**config.mk**
```make
export PLATFORM = sky130hd
export DESIGN_NAME = frame_draw_sequencer
export DESIGN_NICKNAME = d
export VERILOG_FILES = /design/src/rtl/fgpa_draw_pkg.sv /design/src/rtl/draw_cmd_fifo.sv /design/src/rtl/frame_draw_sequencer.sv
export SDC_FILE = /design/constraint.sdc
export NUM_CORES = 1
export LEC_CHECK = 0
export ABC_CLOCK_PERIOD_IN_PS = 15960
export CORE_ASPECT_RATIO = 0.9
export CORE_MARGIN = 5
export CORE_UTILIZATION = 40
export CTS_BUF_LIST = sky130_fd_sc_hd__clkbuf_8
export DETAILED_ROUTE_END_ITERATION = 7
export GPL_ROUTABILITY_DRIVEN = 0
export SYNTH_ARGS = -nofsm -noshare
export SYNTH_HDL_FRONTEND = slang
export SYNTH_SLANG_ARGS = --single-unit
```
**constraint.sdc**
```tcl
create_clock -name sys_clk -period 15.96 [get_ports sys_clk]
set_clock_uncertainty 0.2 [all_clocks]
set_input_delay 3.99 -clock sys_clk [delete_from_list [all_inputs] [get_ports sys_clk]]
set_output_delay 3.99 -clock sys_clk [all_outputs]
set_load 0.01 [all_outputs]
```
**src/rtl/fgpa_draw_pkg.sv**
```systemverilog
// Shared types and constants for the frame draw sequencer and its command FIFO.
package fgpa_draw_pkg;

    // Sequencer states, in the order a frame walks through them.
    typedef enum logic [2:0] {
        ST_IDLE,
        ST_CLEAR,
        ST_CLEAR_WAIT,
        ST_FETCH,
        ST_ISSUE,
        ST_DRAW_WAIT,
        ST_SWAP
    } seq_state_t;

    // Draw engine opcodes.
    localparam logic [3:0] OP_NOP      = 4'h0;
    localparam logic [3:0] OP_LINE     = 4'h1;
    localparam logic [3:0] OP_TRIANGLE = 4'h2;
    localparam logic [3:0] OP_FILL_TRI = 4'h3;
    localparam logic [3:0] OP_RECT     = 4'h4;

    // Default SDRAM bases of the two pixel buffers.
    localparam logic [31:0] DEF_BUF0_ADDR = 32'h0000_0000;
    localparam logic [31:0] DEF_BUF1_ADDR = 32'h0012_C000;

    // One queued draw command: opcode, three vertices, colour, end-of-frame flag.
    typedef struct packed {
        logic [3:0]  opcode;
        logic [15:0] ax;
        logic [15:0] ay;
        logic [15:0] bx;
        logic [15:0] by;
        logic [15:0] cx;
        logic [15:0] cy;
        logic [23:0] colour;
        logic        last;
    } draw_cmd_t;

    localparam int unsigned DRAW_CMD_W = $bits(draw_cmd_t);

    // Base address of the buffer that is not currently the back buffer.
    function automatic logic [31:0] other_buffer(input logic [31:0] cur,
                                                 input logic [31:0] buf0,
                                                 input logic [31:0] buf1);
        return (cur == buf1) ? buf0 : buf1;
    endfunction

endpackage

```
**src/rtl/draw_cmd_fifo.sv**
```systemverilog
// Single-clock show-ahead FIFO for draw commands; the head entry is always on dout.
module draw_cmd_fifo
    import fgpa_draw_pkg::*;
#(
    parameter int unsigned DEPTH = 8,
    parameter int unsigned WIDTH = DRAW_CMD_W
) (
    input  logic             sys_clk,
    input  logic             reset,
    input  logic             push,
    input  logic             pop,
    input  logic [WIDTH-1:0] din,
    output logic [WIDTH-1:0] dout,
    output logic             full,
    output logic             empty
);

    localparam int unsigned PW = $clog2(DEPTH);
    localparam int unsigned CW = PW + 1;

    logic [WIDTH-1:0] mem_q [DEPTH];
    logic [PW-1:0]    wr_ptr_q, wr_ptr_d;
    logic [PW-1:0]    rd_ptr_q, rd_ptr_d;
    logic [CW-1:0]    count_q, count_d;
    logic             do_push;
    logic             do_pop;

    assign full    = (count_q == CW'(DEPTH));
    assign empty   = (count_q == '0);
    assign do_push = push && !full;
    assign do_pop  = pop && !empty;
    assign dout    = mem_q[rd_ptr_q];

    // Next pointers and occupancy; pointers wrap naturally at the power-of-two depth.
    always_comb begin
        wr_ptr_d = wr_ptr_q;
        rd_ptr_d = rd_ptr_q;
        count_d  = count_q;
        if (do_push) begin
            wr_ptr_d = wr_ptr_q + PW'(1);
        end
        if (do_pop) begin
            rd_ptr_d = rd_ptr_q + PW'(1);
        end
        case ({do_push, do_pop})
            2'b10:   count_d = count_q + CW'(1);
            2'b01:   count_d = count_q - CW'(1);
            default: count_d = count_q;
        endcase
    end

    // Pointer and occupancy registers.
    always_ff @(posedge sys_clk) begin
        if (reset) begin
            wr_ptr_q <= '0;
            rd_ptr_q <= '0;
            count_q  <= '0;
        end else begin
            wr_ptr_q <= wr_ptr_d;
            rd_ptr_q <= rd_ptr_d;
            count_q  <= count_d;
        end
    end

    // Entry storage; contents need no reset since empty gates every read.
    always_ff @(posedge sys_clk) begin
        if (do_push) begin
            mem_q[wr_ptr_q] <= din;
        end
    end

endmodule

```
**src/rtl/frame_draw_sequencer.sv**
```systemverilog
// Per-frame scheduler: clears the back buffer on a frame tick, feeds queued
// commands to the draw engine one at a time, then swaps buffers on the last one.
module frame_draw_sequencer
    import fgpa_draw_pkg::*;
#(
    parameter int unsigned FIFO_DEPTH = 8,
    parameter logic [31:0] BUF0_ADDR  = DEF_BUF0_ADDR,
    parameter logic [31:0] BUF1_ADDR  = DEF_BUF1_ADDR
) (
    input  logic        sys_clk,
    input  logic        reset,
    input  logic        frame_start,
    input  logic        cmd_valid,
    output logic        cmd_ready,
    input  logic [3:0]  cmd_opcode,
    input  logic [15:0] cmd_ax,
    input  logic [15:0] cmd_ay,
    input  logic [15:0] cmd_bx,
    input  logic [15:0] cmd_by,
    input  logic [15:0] cmd_cx,
    input  logic [15:0] cmd_cy,
    input  logic [23:0] cmd_colour,
    input  logic        cmd_last,
    output logic        clear_start,
    input  logic        clear_done,
    output logic        draw_en,
    output logic [3:0]  draw_opcode,
    output logic [15:0] draw_ax,
    output logic [15:0] draw_ay,
    output logic [15:0] draw_bx,
    output logic [15:0] draw_by,
    output logic [15:0] draw_cx,
    output logic [15:0] draw_cy,
    output logic [23:0] draw_colour,
    input  logic        draw_done,
    output logic        swap_buffer,
    output logic [31:0] base_addr,
    output logic        busy,
    output logic [7:0]  frame_drops
);

    seq_state_t  state_q, state_d;
    draw_cmd_t   issue_q, issue_d;
    logic [31:0] base_q, base_d;
    logic [7:0]  drops_q, drops_d;

    draw_cmd_t   cmd_in;
    draw_cmd_t   fifo_dout;
    logic        fifo_push;
    logic        fifo_pop;
    logic        fifo_full;
    logic        fifo_empty;

    assign cmd_in = '{opcode: cmd_opcode, ax: cmd_ax, ay: cmd_ay,
                      bx: cmd_bx, by: cmd_by, cx: cmd_cx, cy: cmd_cy,
                      colour: cmd_colour, last: cmd_last};

    assign cmd_ready = !fifo_full;
    assign fifo_push = cmd_valid && cmd_ready;

    draw_cmd_fifo #(
        .DEPTH (FIFO_DEPTH),
        .WIDTH (DRAW_CMD_W)
    ) u_fifo (
        .sys_clk (sys_clk),
        .reset   (reset),
        .push    (fifo_push),
        .pop     (fifo_pop),
        .din     (cmd_in),
        .dout    (fifo_dout),
        .full    (fifo_full),
        .empty   (fifo_empty)
    );

    // Frame sequencing: next state, Moore pulses and the FIFO pop.
    always_comb begin
        state_d     = state_q;
        clear_start = 1'b0;
        draw_en     = 1'b0;
        swap_buffer = 1'b0;
        fifo_pop    = 1'b0;
        case (state_q)
            ST_IDLE: begin
                if (frame_start) begin
                    state_d = ST_CLEAR;
                end
            end
            ST_CLEAR: begin
                clear_start = 1'b1;
                state_d     = ST_CLEAR_WAIT;
            end
            ST_CLEAR_WAIT: begin
                if (clear_done) begin
                    state_d = ST_FETCH;
                end
            end
            ST_FETCH: begin
                if (!fifo_empty) begin
                    fifo_pop = 1'b1;
                    state_d  = ST_ISSUE;
                end
            end
            ST_ISSUE: begin
                draw_en = 1'b1;
                state_d = ST_DRAW_WAIT;
            end
            ST_DRAW_WAIT: begin
                if (draw_done) begin
                    state_d = issue_q.last ? ST_SWAP : ST_FETCH;
                end
            end
            ST_SWAP: begin
                swap_buffer = 1'b1;
                state_d     = ST_IDLE;
            end
            default: begin
                state_d = ST_IDLE;
            end
        endcase
    end

    // Datapath next values: operand capture, buffer toggle, saturating drop count.
    always_comb begin
        issue_d = issue_q;
        base_d  = base_q;
        drops_d = drops_q;
        if (fifo_pop) begin
            issue_d = fifo_dout;
        end
        if (state_q == ST_SWAP) begin
            base_d = other_buffer(base_q, BUF0_ADDR, BUF1_ADDR);
        end
        if (frame_start && (state_q != ST_IDLE) && (drops_q != 8'hFF)) begin
            drops_d = drops_q + 8'd1;
        end
    end

    // State and datapath registers.
    always_ff @(posedge sys_clk) begin
        if (reset) begin
            state_q <= ST_IDLE;
            issue_q <= '0;
            base_q  <= BUF1_ADDR;
            drops_q <= '0;
        end else begin
            state_q <= state_d;
            issue_q <= issue_d;
            base_q  <= base_d;
            drops_q <= drops_d;
        end
    end

    assign busy        = (state_q != ST_IDLE);
    assign base_addr   = base_q;
    assign frame_drops = drops_q;
    assign draw_opcode = (issue_q.opcode == OP_NOP) ? OP_NOP : issue_q.opcode;
    assign draw_ax     = issue_q.ax;
    assign draw_ay     = issue_q.ay;
    assign draw_bx     = issue_q.bx;
    assign draw_by     = issue_q.by;
    assign draw_cx     = issue_q.cx;
    assign draw_cy     = issue_q.cy;
    assign draw_colour = issue_q.colour;

endmodule

```
==> impl_metrics.sql <==
INSERT INTO impl_metrics (metric_group, metric, value, unit) VALUES
('finish', 'register_area', '33000', 'um^2'),
('floorplanning', 'die_h', '322', 'um'),
('hold_path', 'holdCritStartpoint', 'draw_bx[2]', ''),
('clock_tree', 'clock_sinks', '1147', ''),
('synthesis', 'synth_top_area_share', '69.5', '%'),
('clock_tree', 'cts_setup_buffers', '0', ''),
('routing', 'route.detailed.vias_per_inst', '5.15', ''),
('routing', 'final_antenna_violating_net_count', '0', ''),
('flow_run', 'maxCapViolations', '0', ''),
('finish', 'drive_above_1_share', '22.8', '%'),
('routing', 'detailroute.wirelength.met2', '44500', 'um'),
('clock_tree', 'hold_buffers', '0', ''),
('run_status', 'status', 'complete, no violations', ''),
('timing', 'max_freq', '139', 'MHz'),
('timing', 'timing_hold_violations_final', '0', ''),
('clock_tree', 'ctsLongestPathBuffers', '3', ''),
('worst_setup_path', 'regToRegEndpoint', 'u_fifo.mem_q[5][108]', ''),
('routing', 'routed_wl', '95700', 'um'),
('timing', 'relSlewSlack', '16.4', '%'),
('hold_path', 'holdCritPathClass', 'reg2reg', ''),
('power_and_ir_drop', 'power_per_cell_area', '122', 'nW/um^2'),
('global_routing', 'wire_length_of_the_first_global_routing_pass', '142000', 'um'),
('worst_setup_path', 'regToRegSetupSlack', '11.78', 'ns'),
('clock_tree', 'cts.reportedPaths.clkPinSlew', '0.06', 'ns'),
('clock_tree', 'cts_buffers', '185', ''),
('power_and_ir_drop', 'vdd_drop_max', '0.0674', 'mV'),
('synthesis', 'synth-main-ff-cell', 'sky130_fd_sc_hd__edfxtp_1', ''),
('worst_setup_path', 'startpoint_type', 'primary input', ''),
('synthesis', 'area_leader_netlist', 'sky130_fd_sc_hd__edfxtp_1', ''),
('clock_tree', 'htree_num_levels', '4', ''),
('timing', 'total_negative_slack', '0', 'ns'),
('clock_tree', 'post_cts_resized', '0', ''),
('timing', 'fin_crit', '7.18', 'ns'),
('timing', 'worst_slew_pin_slew', '1.25', 'ns'),
('routing', 'drt_drc_violations_left', '0', ''),
('floorplanning', 'ios', '300', ''),
('timing', 'worst_hold_slack', '0.290', 'ns'),
('clock_tree', 'worst_skew_pair.late_latency', '0.83', 'ns'),
('global_routing', 'globalRoute.totalOverflow', '0', ''),
('routing', 'detailroute.via_count', '20700', ''),
('worst_setup_path', 'worst_r2r_startpoint', 'u_fifo.count_q[1]', ''),
('clock_tree', 'clk_root_buffer_cell', 'sky130_fd_sc_hd__clkbuf_8', ''),
('timing', 'post-route-period-util', '45.0', '%'),
('global_routing', 'global_route.usage.total', '16.7', '%'),
('placement', 'io_buffer_count', '271', ''),
('global_routing', 'number_of_antenna_violations_at_the_first_check_in_global_routing', '29', ''),
('power_and_ir_drop', 'share_of_total_power_in_sequential_cells', '55.3', '%'),
('routing', 'dr.pass1.iters', '5', ''),
('timing', 'final_max_slew_viol_count', '0', ''),
('power_and_ir_drop', 'power.switching', '1.34', 'mW'),
('floorplanning', 'dieArea', '115000', 'um^2'),
('power_and_ir_drop', 'internal-power', '4.76', 'mW'),
('synthesis', 'synthesis.area_per_instance', '20.0', 'um^2'),
('finish', 'finalCoreUtilization', '46.7', '%'),
('routing', 'wl_met3', '7220', 'um'),
('synthesis', 'synthArstFlopShare', '0', '%'),
('worst_setup_path', 'setup.worst_path.end_class', 'flip-flop', ''),
('global_routing', 'grt_pass1_vias', '21800', ''),
('synthesis', 'gate_count_after_technology_mapping', '2163', ''),
('synthesis', 'synth_area_leaders', 'sky130_fd_sc_hd__edfxtp_1 69%, sky130_fd_sc_hd__mux4_2 13%, sky130_fd_sc_hd__dfxtp_1 6.8%', ''),
('synthesis', 'synthesis.yosys.warnings', '0', ''),
('routing', 'detail_routed_net_length_per_standard_cell', '23.8', 'um'),
('power_and_ir_drop', 'share_clk_of_total_power', '39.7', '%'),
('routing', 'highest-signal-layer', 'met5', ''),
('timing', 'rsz0062_at_grt', 'false', ''),
('placement', 'post-dp-hpwl', '49400', 'um'),
('hold_path', 'min_to', 'draw_bx[2]', ''),
('floorplanning', 'design.core.area', '107000', 'um^2'),
('worst_setup_path', 'crit_type', 'in2reg', ''),
('synthesis', 'synth.yosys.seq_area_share', '76.3', '%'),
('finish', 'synthToLayoutAreaGrowth', '16.0', '%');
[registers in the layout, summed over array words and instances (netlist names)]
signal and flops:
u_fifo.mem_q 1000, state_q 3, draw_ay 16, u_fifo.count_q 4, draw_colour 24, u_fifo.wr_ptr_q 3, u_fifo.rd_ptr_q 3, draw_ax 16
draw_cx 16, draw_by 16, base_addr 1, draw_cy 16, issue_q 5, frame_drops 8, draw_bx 16
[worst max-delay path by stage]
stage	from	end	slack [ns]	cells after the start
after global routing	cmd_valid	u_fifo.mem_q[5][108]	8.62	5
after global placement	cmd_valid	u_fifo.mem_q[5][53]	7.94	5
after detailed placement	cmd_valid	u_fifo.mem_q[5][53]	7.88	5
after CTS	cmd_valid	u_fifo.mem_q[5][53]	8.76	5
final	cmd_valid	u_fifo.mem_q[5][108]	8.78	5
after floorplan	cmd_valid	u_fifo.mem_q[2][0]	2.36	2
[critical path, cell delays in order]
cell and delay (ns):
sky130_fd_sc_hd__clkdlybuf4s50_1 0.56, sky130_fd_sc_hd__nand3_1 0.34, sky130_fd_sc_hd__nor2_4 0.71, sky130_fd_sc_hd__buf_4 0.87, sky130_fd_sc_hd__buf_4 0.80
[synth_stat cells, types with 5 or more instances]
cell	n
sky130_fd_sc_hd__nor3_1	84
sky130_fd_sc_hd__a21oi_1	8
sky130_fd_sc_hd__mux2i_1	6
sky130_fd_sc_hd__edfxtp_1	1000
sky130_fd_sc_hd__o21ai_0	5
sky130_fd_sc_hd__clkbuf_1	43
sky130_fd_sc_hd__o22ai_1	125
sky130_fd_sc_hd__ha_1	6
sky130_fd_sc_hd__nor3_2	48
sky130_fd_sc_hd__buf_4	165
sky130_fd_sc_hd__nand2_1	10
sky130_fd_sc_hd__dfxtp_1	147
sky130_fd_sc_hd__mux4_2	250
sky130_fd_sc_hd__buf_2	57
sky130_fd_sc_hd__nor2_1	146
sky130_fd_sc_hd__xor2_1	8
sky130_fd_sc_hd__nand3_1	6
[per-layer routing]
metal  GRT usage, %  up-vias
li1               -     9097
met1           23.0    10800
met2           25.7      617
met3           5.39      139
met4           4.49       26
met5              0        -
[area by class of cell]
cell class	instances	area share, %
Timing Repair Buffer	293	5.94
Inverter	4	0.0299
Clock buffer	211	5.79
Tap cell	1450	3.62
Multi-Input combinational cell	767	17.3
Antenna cell	13	0.0649
Clock inverter	139	1.46
Sequential cell	1147	65.8
[metrics by stage]
step / area [um^2] / total power, mW / setup slack (ns) / cells
after floorplan: 43300 / 3.63 / 2.36 / 2190
after global placement: 46500 / 3.73 / 7.94 / 3661
after detailed placement: 46500 / 3.74 / 7.88 / 3661
after CTS: 50100 / 6.19 / 8.76 / 4011
after global routing: 50100 / 6.36 / 8.62 / 4014
final: 50100 / 6.10 / 8.78 / 4024
[power by group through the flow]
stage / logic [mW] / clock network [mW] / registers [mW]
after floorplan: 0.187 / 0 / 3.44
after global placement: 0.297 / 0 / 3.43
after detailed placement: 0.306 / 0 / 3.44
after CTS: 0.307 / 2.51 / 3.37
after global routing: 0.326 / 2.65 / 3.38
final: 0.300 / 2.42 / 3.37
[cells by family after synthesis]
kind of cell | Yosys count | synth area share [%]
AO/OA/AOI/OAI | 149 | 2.17
multiplexers | 257 | 13.2
AND/OR/NAND/NOR | 315 | 3.87
buffers and inverters | 276 | 4.06
other | 1 | 0.00867
flip-flops | 1147 | 76.3
XOR/XNOR | 12 | 0.243
adder cells (fa/ha/maj) | 6 | 0.174
[placed cells by master, fill, tap and decap left out, types with 4 or more instances in the layout]
cell and instances:
sky130_fd_sc_hd__edfxtp_1 1000, sky130_fd_sc_hd__clkdlybuf4s50_1 270, sky130_fd_sc_hd__mux4_2 250, sky130_fd_sc_hd__clkbuf_8 211
sky130_fd_sc_hd__dfxtp_1 145, sky130_fd_sc_hd__nor2_1 143, sky130_fd_sc_hd__o22ai_1 125, sky130_fd_sc_hd__inv_1 88
sky130_fd_sc_hd__nor3_1 80, sky130_fd_sc_hd__nor3_2 52, sky130_fd_sc_hd__conb_1 28, sky130_fd_sc_hd__clkinv_1 19
sky130_fd_sc_hd__clkinv_2 16, sky130_fd_sc_hd__buf_4 14, sky130_fd_sc_hd__diode_2 13, sky130_fd_sc_hd__nand2_1 10
sky130_fd_sc_hd__xor2_1 8, sky130_fd_sc_hd__a21oi_1 8, sky130_fd_sc_hd__buf_12 8, sky130_fd_sc_hd__nand3_1 6
sky130_fd_sc_hd__mux2i_1 6, sky130_fd_sc_hd__ha_1 6, sky130_fd_sc_hd__clkinvlp_4 6, sky130_fd_sc_hd__o21ai_0 5
sky130_fd_sc_hd__inv_8 5, sky130_fd_sc_hd__xnor2_1 4, sky130_fd_sc_hd__bufinv_16 4
No activity file was read; power rests on OpenSTA's default activity.
==> patch: new RTL, same flow settings <==
One comparison of `count_q` changes from == to >=.
--- a/src/rtl/draw_cmd_fifo.sv
+++ b/src/rtl/draw_cmd_fifo.sv
@@ -26,5 +26,5 @@
     logic             do_pop;
 
-    assign full    = (count_q == CW'(DEPTH));
+    assign full    = (count_q >= CW'(DEPTH));
     assign empty   = (count_q == '0);
     assign do_push = push && !full;
Formal check against the unedited RTL: same outputs for any inputs over 4 cycles, from zero or initial values and one cycle with reset high; that may be too few to reach the edited logic, so the function may still have changed.
==> patch against the original RTL <==
- critical path depth up 1
- total power down 2.0%
- design area down 0.40%
- clock power down 5%
- sequential cell count unchanged
- setup slack worse by 460 ps
- wire length about the same
- area after synthesis up 0.22%
- first-iteration DRC count up 8.8%
- via count down 0.88%
- combinational power up 3%
- critical endpoint is now u_fifo.mem_q[7][122]$_DFFE_PP_
- largest cell class unchanged
- highest routed layer unchanged
==> patch: results (changes against the original RTL) <==
[layout]
nets = 2534  ; -0.039%
drive_gt1_share_pct = 23.2  ; +0.42 points

[power]
peakVddDrop_v = 0.0000689  ; +2.2%
p_leak_nw = 15.7  ; -0.66%
p_sw_mw = 1.31  ; -1.9%
p_seq_mw = 3.38  ; about the same
p_clk_share_pct = 38.2  ; -1.5 points

[clock_tree]
worstSkewPairLatency_ps = 800  ; -30 ps
cts_setup_buffers = 0  ; unchanged
h-tree-depth = 4  ; unchanged
cts_made_buffers = 181  ; -2.2%

[synth]
synth_seq_area_share_pct = 76.1  ; -0.17 points
ys.flop_type = edfxtp_1
yosys-top-cells-area = edfxtp_1 69%, mux4_2 13%, dfxtp_1 6.8%
synth_common_cells = 1000 x edfxtp_1, 250 x mux4_2, 156 x buf_4
synth-async-reset-ratio_pct = 0  ; unchanged
ys_types = 47  ; +4.4%
avgSynthCellArea_um2 = 20.0  ; +0.22%

[route]
routedWlPerCell_um = 23.8  ; +0.27%
drt_iter0_drc = 1368  ; +8.8%
wl_met2_um = 48000  ; +8.0%
drtPass1Iterations = 5  ; unchanged
via_per_inst = 5.12  ; -0.53%
wl_met1_um = 39900  ; -5.8%
routed-wl-met3_um = 5660  ; -22%
totalWireLength_um = 95600  ; about the same
top_layer = met5

[global_routing]
grt_use_met1_pct = 21.3  ; -1.7 points
grt_use_met3_pct = 4.52  ; -0.87 points
grt_pass1_wl_um = 142000  ; -0.18%
grt_util_all_layers_pct = 16.5  ; -0.14 points
antenna_found_initial = 22  ; -24%
use_met2_pct = 27.6  ; +1.9 points
first_global_vias = 21900  ; +0.71%
grt_max_degree = 158  ; -0.63%

[placed_design]
port_buffers = 271  ; unchanged
hpwl_um = 52400  ; +6.1%
dp.cells = 3664  ; +0.082%

[status]
status = complete, no violations

[setup_path]
cpMaxStageDelayCell = buf_4
path_delay_family = buffers and inverters
crit_path_max_incr_delay_ps = 860
arrival_ps = 7860  ; +460 ps
worstPathMaxFanout = 51  ; -11%

[timing]
tightest_slew_ps = 1160  ; -95.9 ps

[min_path]
hp-class = flop to flop

## patch: cell families (layout without fill, tap and decap cells)
family / after synthesis / count (layout) / synth area share (%)
muxes: 257 / 257 / 13.2
xor gates and xnor gates: 12 / 12 / 0.243
DFF: 1147 / 1147 / 76.1
other: 1 / 43 / 0.00866
adders and majority gates: 6 / 6 / 0.173
and+or+nand+nor: 320 / 320 / 4.16
buffers and inverters: 277 / 632 / 4.06
AOI/OAI and AO/OA: 143 / 143 / 2.08
## patch: path summary, 6_finish.rpt
kind	from	endpoint	slack (ps)	cells after the start
worst max register to register	u_fifo.rd_ptr_q[0]$_SDFFE_PP0P_	draw_cx[12]$_SDFFE_PP0P_	11550	5
worst min register to register	draw_by[10]$_SDFFE_PP0P_	draw_by[10]$_SDFFE_PP0P_	290	2
worst min-delay path	draw_by[10]$_SDFFE_PP0P_	draw_by[10]$_SDFFE_PP0P_	290	2
worst max-delay path	cmd_valid	u_fifo.mem_q[7][122]$_DFFE_PP_	8320	6
## patch: per-stage QoR
stage | setup slack, ps | cell area (um2) | hold slack (ps) | total power [mW]
floorplan | 2090 | 43400 | 267 | 3.64
global placement | 7450 | 46500 | 283 | 3.75
detailed placement | 7400 | 46500 | 281 | 3.76
CTS | 8290 | 49900 | 293 | 6.07
global route | 8130 | 49900 | 310 | 6.23
finish | 8320 | 49900 | 289 | 5.98
## patch: final cells by class
type / count / area [um2]
Sequential cell: 1147 / 33000
Antenna cell: 15 / 37.5
Inverter: 4 / 15.0
Multi-Input combinational cell: 766 / 8750
Fill cell: 8937 / 57500
Clock buffer: 194 / 2670
Clock inverter: 137 / 694
Tap cell: 1450 / 1810
Timing Repair Buffer: 297 / 2970
